[config.mk]
export PLATFORM = sky130hd
export DESIGN_NAME = dsp_addr_decoder_param_flat
export DESIGN_NICKNAME = d
export VERILOG_FILES = /design/src/rtl/dsp_addr_decoder_param_if.sv /design/src/rtl/dsp_addr_decoder_param.sv /design/src/flat_wrapper.sv
export SDC_FILE = /design/constraint.sdc
export NUM_CORES = 1
export LEC_CHECK = 0
export CAP_MARGIN = 40
export CORE_UTILIZATION = 43
export DETAILED_ROUTE_END_ITERATION = 6
export PLACE_DENSITY = 0.67
export SYNTH_ARGS = -nofsm -noshare
export SYNTH_HDL_FRONTEND = slang
export SYNTH_SLANG_ARGS = --single-unit
[constraint.sdc]
create_clock -name dsp_clkout -period 2.42 [get_ports dsp_clkout]
set_input_delay 0.363 -clock dsp_clkout [delete_from_list [all_inputs] [get_ports dsp_clkout]]
set_output_delay 0.363 -clock dsp_clkout [all_outputs]
set_load 0.05 [all_outputs]
[src/rtl/dsp_addr_decoder_param_if.sv]
// DSP XZCS0/1 external bus: active-low chip select plus address.
interface dsp_addr_decoder_param_if #(
  parameter int ADDR_W = 19
);
  logic              xzcs0and1;
  logic [ADDR_W-1:0] dsp_address;

  modport master (output xzcs0and1, dsp_address);
  modport slave  (input  xzcs0and1, dsp_address);
endinterface

[src/rtl/dsp_addr_decoder_param.sv]
// DSP bus address decoder: sticky set/clear bits, level strobes, fixed-length pulse generators.
// Optional sticky unmapped-access flag built only when ADDR_ERR_EN is defined.
module dsp_pulse_gen #(
  parameter int PULSE_LEN = 256,
  parameter int CNT_W     = 8
) (
  input  logic clk_i,
  input  logic rst_ni,
  input  logic trig_i,
  output logic pulse_o
);
  logic             run_q, run_d;
  logic [CNT_W-1:0] cnt_q, cnt_d;

  // Triggers are only honoured from IDLE, so a running pulse is never stretched.
  always_comb begin
    run_d = run_q;
    cnt_d = cnt_q;
    if (run_q) begin
      if (cnt_q == '0) run_d = 1'b0;
      else             cnt_d = cnt_q - 1'b1;
    end else if (trig_i) begin
      run_d = 1'b1;
      cnt_d = CNT_W'(PULSE_LEN - 1);
    end
  end

  always_ff @(posedge clk_i) begin
    if (!rst_ni) begin
      run_q <= 1'b0;
      cnt_q <= '0;
    end else begin
      run_q <= run_d;
      cnt_q <= cnt_d;
    end
  end

  assign pulse_o = run_q;
endmodule

module dsp_addr_decoder_param #(
  parameter int                ADDR_W    = 19,
  parameter logic [ADDR_W-1:0] CTRL_BASE = 19'h04000,
  parameter logic [ADDR_W-1:0] STRB_BASE = 19'h02000,
  parameter int                N_CTRL    = 16,
  parameter int                N_STRB    = 8,
  parameter int                N_PULSE   = 4,
  parameter int                PULSE_LEN = 256,
  parameter logic [N_CTRL-1:0] CTRL_RST  = 16'h0003
) (
  input  logic                dsp_clkout,
  input  logic                reset,
  dsp_addr_decoder_param_if.slave bus,
  output logic [N_CTRL-1:0]   ctrl_out,
  output logic [N_STRB-1:0]   strb_out,
  output logic [N_PULSE-1:0]  pulse_out,
  output logic [N_PULSE-1:0]  pulse_busy,
  output logic                addr_err
);
  localparam int CNT_W   = $clog2(PULSE_LEN);
  localparam int ERR_OFF = 2*N_CTRL + N_PULSE;
  localparam int CB      = int'(CTRL_BASE);
  localparam int SB      = int'(STRB_BASE);

  if ((CB < SB + N_STRB) && (SB < CB + ERR_OFF + 1)) begin : g_overlap
    $error("dsp_addr_decoder_param: control and strobe windows overlap");
  end

  logic              cs_q;
  logic [N_CTRL-1:0] ctrl_q, ctrl_d;
  logic [N_STRB-1:0] strb_q, strb_d;
  logic [N_PULSE-1:0] trig;
  logic [N_CTRL-1:0] ctrl_set, ctrl_clr;
  logic [N_PULSE-1:0] trig_hit;
  logic [ADDR_W-1:0] addr, c_off, s_off;
  logic              access, first, in_c, in_s;

  assign addr   = bus.dsp_address;
  assign access = ~bus.xzcs0and1;
  assign first  = access & cs_q;
  assign c_off  = addr - CTRL_BASE;
  assign s_off  = addr - STRB_BASE;
  assign in_c   = access && (addr >= CTRL_BASE) && (c_off < ADDR_W'(64));
  assign in_s   = access && (addr >= STRB_BASE) && (s_off < ADDR_W'(32));

  always_comb begin
    ctrl_set = '0;
    ctrl_clr = '0;
    strb_d   = '0;
    trig_hit = '0;
    for (int i = 0; i < N_CTRL; i++) begin
      ctrl_set[i] = in_c && (c_off == ADDR_W'(2*i));
      ctrl_clr[i] = in_c && (c_off == ADDR_W'(2*i + 1));
    end
    for (int k = 0; k < N_STRB; k++)
      strb_d[k] = in_s && (s_off == ADDR_W'(k));
    for (int j = 0; j < N_PULSE; j++)
      trig_hit[j] = in_c && (c_off == ADDR_W'(2*N_CTRL + j));
  end

  assign ctrl_d = (ctrl_q | ctrl_set) & ~ctrl_clr;
  assign trig   = trig_hit & {N_PULSE{first}};

  always_ff @(posedge dsp_clkout) begin
    if (!reset) begin
      cs_q   <= 1'b1;
      ctrl_q <= CTRL_RST;
      strb_q <= '0;
    end else begin
      cs_q   <= bus.xzcs0and1;
      ctrl_q <= ctrl_d;
      strb_q <= strb_d;
    end
  end

  for (genvar j = 0; j < N_PULSE; j++) begin : g_pulse
    dsp_pulse_gen #(.PULSE_LEN(PULSE_LEN), .CNT_W(CNT_W)) u_pg (
      .clk_i  (dsp_clkout),
      .rst_ni (reset),
      .trig_i (trig[j]),
      .pulse_o(pulse_out[j])
    );
  end

`ifdef ADDR_ERR_EN
  logic err_q, err_d, err_set, err_clr, mapped;

  assign mapped  = |{ctrl_set, ctrl_clr, strb_d, trig_hit};
  assign err_clr = in_c && (c_off == ADDR_W'(ERR_OFF));
  assign err_set = first && (in_c || in_s) && !mapped && !err_clr;

  always_comb begin
    err_d = err_q;
    if (err_clr)      err_d = 1'b0;
    else if (err_set) err_d = 1'b1;
  end

  always_ff @(posedge dsp_clkout) begin
    if (!reset) err_q <= 1'b0;
    else        err_q <= err_d;
  end

  assign addr_err = err_q;
`else
  assign addr_err = 1'b0;
`endif

  assign ctrl_out   = ctrl_q;
  assign strb_out   = strb_q;
  assign pulse_busy = pulse_out;
endmodule

[src/flat_wrapper.sv]
// flat-port wrapper written by rule: the top's interface ports become plain ports
module dsp_addr_decoder_param_flat 
#(
  parameter int                ADDR_W    = 19,
  parameter logic [ADDR_W-1:0] CTRL_BASE = 19'h04000,
  parameter logic [ADDR_W-1:0] STRB_BASE = 19'h02000,
  parameter int                N_CTRL    = 16,
  parameter int                N_STRB    = 8,
  parameter int                N_PULSE   = 4,
  parameter int                PULSE_LEN = 256,
  parameter logic [N_CTRL-1:0] CTRL_RST  = 16'h0003
)
  (dsp_clkout, reset, ctrl_out, strb_out, pulse_out, pulse_busy, addr_err, bus_xzcs0and1, bus_dsp_address);
  dsp_addr_decoder_param_if #(.ADDR_W(ADDR_W)) bus_i ();
  input  logic dsp_clkout;
  input  logic reset;
  output logic [N_CTRL-1:0] ctrl_out;
  output logic [N_STRB-1:0] strb_out;
  output logic [N_PULSE-1:0] pulse_out;
  output logic [N_PULSE-1:0] pulse_busy;
  output logic addr_err;
  input wire logic [$bits(bus_i.xzcs0and1)-1:0] bus_xzcs0and1;
  input wire logic [$bits(bus_i.dsp_address)-1:0] bus_dsp_address;
  assign bus_i.xzcs0and1 = bus_xzcs0and1;
  assign bus_i.dsp_address = bus_dsp_address;
  dsp_addr_decoder_param #(.ADDR_W(ADDR_W), .CTRL_BASE(CTRL_BASE), .STRB_BASE(STRB_BASE), .N_CTRL(N_CTRL), .N_STRB(N_STRB), .N_PULSE(N_PULSE), .PULSE_LEN(PULSE_LEN), .CTRL_RST(CTRL_RST)) u_core (.dsp_clkout(dsp_clkout), .reset(reset), .bus(bus_i), .ctrl_out(ctrl_out), .strb_out(strb_out), .pulse_out(pulse_out), .pulse_busy(pulse_busy), .addr_err(addr_err));
endmodule
==> metrics.txt <==
run status finished clean; clock tree sinks 61; DP HPWL 5.224 mm; Final Hold Vio Count 0; first-pass GRT wire length 12.23 mm; Setup TNS Final 0 ns; Crit path max-delay family buffers and inverters; Crit path largest cell delay 0.88 ns; worst vdd ir 367.4 uV; simple-gate portion of the synthesized area 27.77%; post-cts resize count 0; die area 7959 sq um; relative slew slack 59.18%; Distinct cells, synth 64; Total GRT Usage 19.98%; critical path data required time 2.06 ns; Setup WS pre-CTS 0.02232 ns; Starting Density 44.85%; Lkg Pwr 0.001568 uW; io pins 55; Max FO, Critical Path 11; largest family of logic cells by synthesized area simple AND/OR/NAND/NOR gates; critical setup path kind flop to primary output; CTS tree done; diode count 0; area share of the largest cell type after synthesis 37.34%; Final Cell Area 4085 sq um; adder-cell share of the synthesized area 3.826%; Multi-input gate area 1822 sq um; WL per Instance 13.68 um; # port buffers 53; Via density 5.379; worst path bufs/invs 1; Max Cap Viol 0; final setup vio count 0; Crit. End Element primary output; nets@finish 458; DRC violation total after the first TritonRoute iteration 86; Mapped Cells 376; Post-Syn Nets 408; slew of the pin with the lowest slew margin 0.6043 ns; top cells by area, synth dfxtp_1 37%, mux2i_1 7.0%, a21oi_1 4.1%; Cell Area, Synth 3271 sq um; syn avg cell area 8.699 sq um; number of buffers created by CTS 9; Post-DRT Antenna Nets 0; initial antenna violation count 0; clk_skew 0.01202 ns; clock root buffer clkbuf_8; post-synthesis register bit count 61; number of synthesized flops with an enable pin 0; largest net degree at the start of global routing 29; row count 31; DRT Pass-1 Iters 7; Comb pwr share 7.2%; drt total wl 7.250 mm; Sw Ratio 23.33%; post-synthesis compound-gate area fraction 15.07%; fmax 470.3 MHz; crit path time final 2.127 ns; Hold Path Class flop to flop; fillcell total 716; Die Span Y 89.22 um; fin. max-slew vios 0; cts hold-fix bufs 0; critical-path cell list clkdlybuf4s50_1; Overflow after GRT 0; sequential fraction of the synthesis area 37.34%; synth warn 0; XOR/XNOR Fraction of Synth Area 1.875%; # H-tree levels 3; share of layout cells above drive strength 1 10.90%; Main synth FF type dfxtp_1; vias in the first global route 2,668; DP Area 3886 sq um; Post-synth ARST share 0%; Clk pwr share 43.7%; clock buffer depth 2; Tcrit/Tclk final 87.87%; post-CTS setup buffers 0; Yosys top cell by area dfxtp_1; PwrDens 500.6 nW/um^2; synth-to-layout area growth 24.90%; core box area 7292 sq um; vias 2,851; sequential cell area 1221 sq um; RSZ-0062 raised after global routing false; Internal Power 1568 uW; critical path's slowest cell clkdlybuf4s50_1; chip width 89.22 um; Worst Setup Slack, final 0.2935 ns; # DRC 0; Skew-Pair Late Insertion Delay 0.34 ns; Critical Path Source Type flop; Worst EP arrival 1.76 ns; mux contribution to synthesized area 7.039%; clock slew at reported path FFs 0.07 ns; Psw 477.1 uW; RePlAce Congestion 0.8320; Flop pwr share 49.1%; Hold WS 0.4595 ns
==> synthesized netlist by cell type (4+ instances only) <==
| cell | count |
|---|---|
| dfxtp_1 | 61 |
| nand2_1 | 30 |
| nor2_1 | 28 |
| a21oi_1 | 27 |
| mux2i_1 | 23 |
| inv_1 | 20 |
| nand4_1 | 18 |
| nor4_1 | 15 |
| nor3_1 | 12 |
| nand2b_1 | 11 |
| ha_1 | 10 |
| a31oi_1 | 9 |
| buf_4 | 9 |
| clkbuf_1 | 9 |
| o21ai_0 | 6 |
| buf_2 | 5 |
| or3_1 | 5 |
| xnor2_1 | 5 |
| nor2b_1 | 4 |
==> state kept, by name (all words and copies together) (netlist names) <==
signal and flops:
u_core.g_pulse.u_pg.cnt_q 32, u_core.cs_q 1, u_core.strb_out 8, u_core.ctrl_out 16
u_core.g_pulse.u_pg.pulse_o 4
==> layer usage <==
metal  global-route usage, %  vias to the layer above  share of wire, %
li1                        -                     1478                 -
met1                   24.50                     1319                48
met4                   7.215                        0              0.94
met2                   33.45                       47                47
met3                   5.725                        7               3.8
met5                       0                        -                 0
==> final timing paths <==
check,slack (ns),start,end,depth (start not counted)
setup / recovery,0.29,u_core.g_pulse[1].u_pg.pulse_o$_SDFF_PN0_,pulse_busy[1],1
hold / removal,0.46,u_core.ctrl_out[10]$_SDFF_PN0_,u_core.ctrl_out[10]$_SDFF_PN0_,2
setup reg to reg,0.63,u_core.g_pulse[0].u_pg.pulse_o$_SDFF_PN0_,u_core.g_pulse[0].u_pg.cnt_q[5]$_SDFFE_PN0P_,4
hold reg to reg,0.46,u_core.ctrl_out[10]$_SDFF_PN0_,u_core.ctrl_out[10]$_SDFF_PN0_,2
==> placed cells by master (no fill, tap or decap), types with 2 or more instances in the layout <==
| cell type | Yosys | final |
|---|---|---|
| dfxtp_1 | 61 | 61 |
| clkdlybuf4s50_1 | 0 | 53 |
| nand2_1 | 30 | 30 |
| nor2_1 | 28 | 28 |
| a21oi_1 | 27 | 27 |
| mux2i_1 | 23 | 23 |
| inv_1 | 20 | 20 |
| nand4_1 | 18 | 18 |
| nor4_1 | 15 | 15 |
| nor3_1 | 12 | 12 |
| buf_4 | 9 | 12 |
| nand2b_1 | 11 | 11 |
| ha_1 | 10 | 10 |
| clkbuf_8 | 0 | 10 |
| a31oi_1 | 9 | 9 |
| o21ai_0 | 6 | 6 |
| xnor2_1 | 5 | 5 |
| or3_1 | 5 | 5 |
| nor2b_1 | 4 | 4 |
| a31o_2 | 3 | 3 |
| and4_1 | 3 | 3 |
| nand3b_1 | 3 | 3 |
| a211oi_1 | 3 | 3 |
| o31a_1 | 3 | 3 |
| o311a_1 | 3 | 3 |
| clkinv_2 | 0 | 3 |
| nor3b_1 | 2 | 2 |
| or2_2 | 2 | 2 |
| nand4_4 | 2 | 2 |
| xor2_1 | 2 | 2 |
| a41o_1 | 2 | 2 |
| o211ai_1 | 2 | 2 |
| nand4_2 | 2 | 2 |
| or4_1 | 2 | 2 |
| nand3_1 | 2 | 2 |
| o21a_1 | 2 | 2 |
==> metrics by stage <==
| step | std cells | util (%) | total power (uW) |
|---|---|---|---|
| after CTS | 530 | 56.02 | 2077 |
| after global routing | 530 | 56.02 | 2138 |
| after floorplan | 376 | - | 1108 |
| after detailed placement | 514 | 53.29 | 1173 |
| after global placement | 514 | 53.29 | 1171 |
| final | 530 | 56.02 | 2045 |
==> power groups by stage <==
stage | combinational (uW) | clock (uW) | sequential (uW)
3_5_place_dp | 146 | 0 | 1030
4_1_cts | 147 | 927 | 1000
6_report | 147 | 893 | 1000
3_3_place_gp | 144 | 0 | 1030
2_1_floorplan | 80.9 | 0 | 1030
5_1_grt | 162 | 972 | 1000
==> cells by family after synthesis <==
family          after synthesis
buf+inv                      48
compound gates               72
fa+ha+maj                    10
xor+xnor                      7
other cells                   1
flops                        61
mux                          23
simple gates                154
==> layout make-up <==
type                    count  share of cell area [%]
clock inverters             6                   1.501
well taps                  99                   3.032
inverters                  21                   1.930
multi-input cells         267                   44.59
flip-flops and latches     61                   29.89
repair buffers             66                   15.68
clock buffers              10                   3.369
Power figures use the tool's default switching activity.
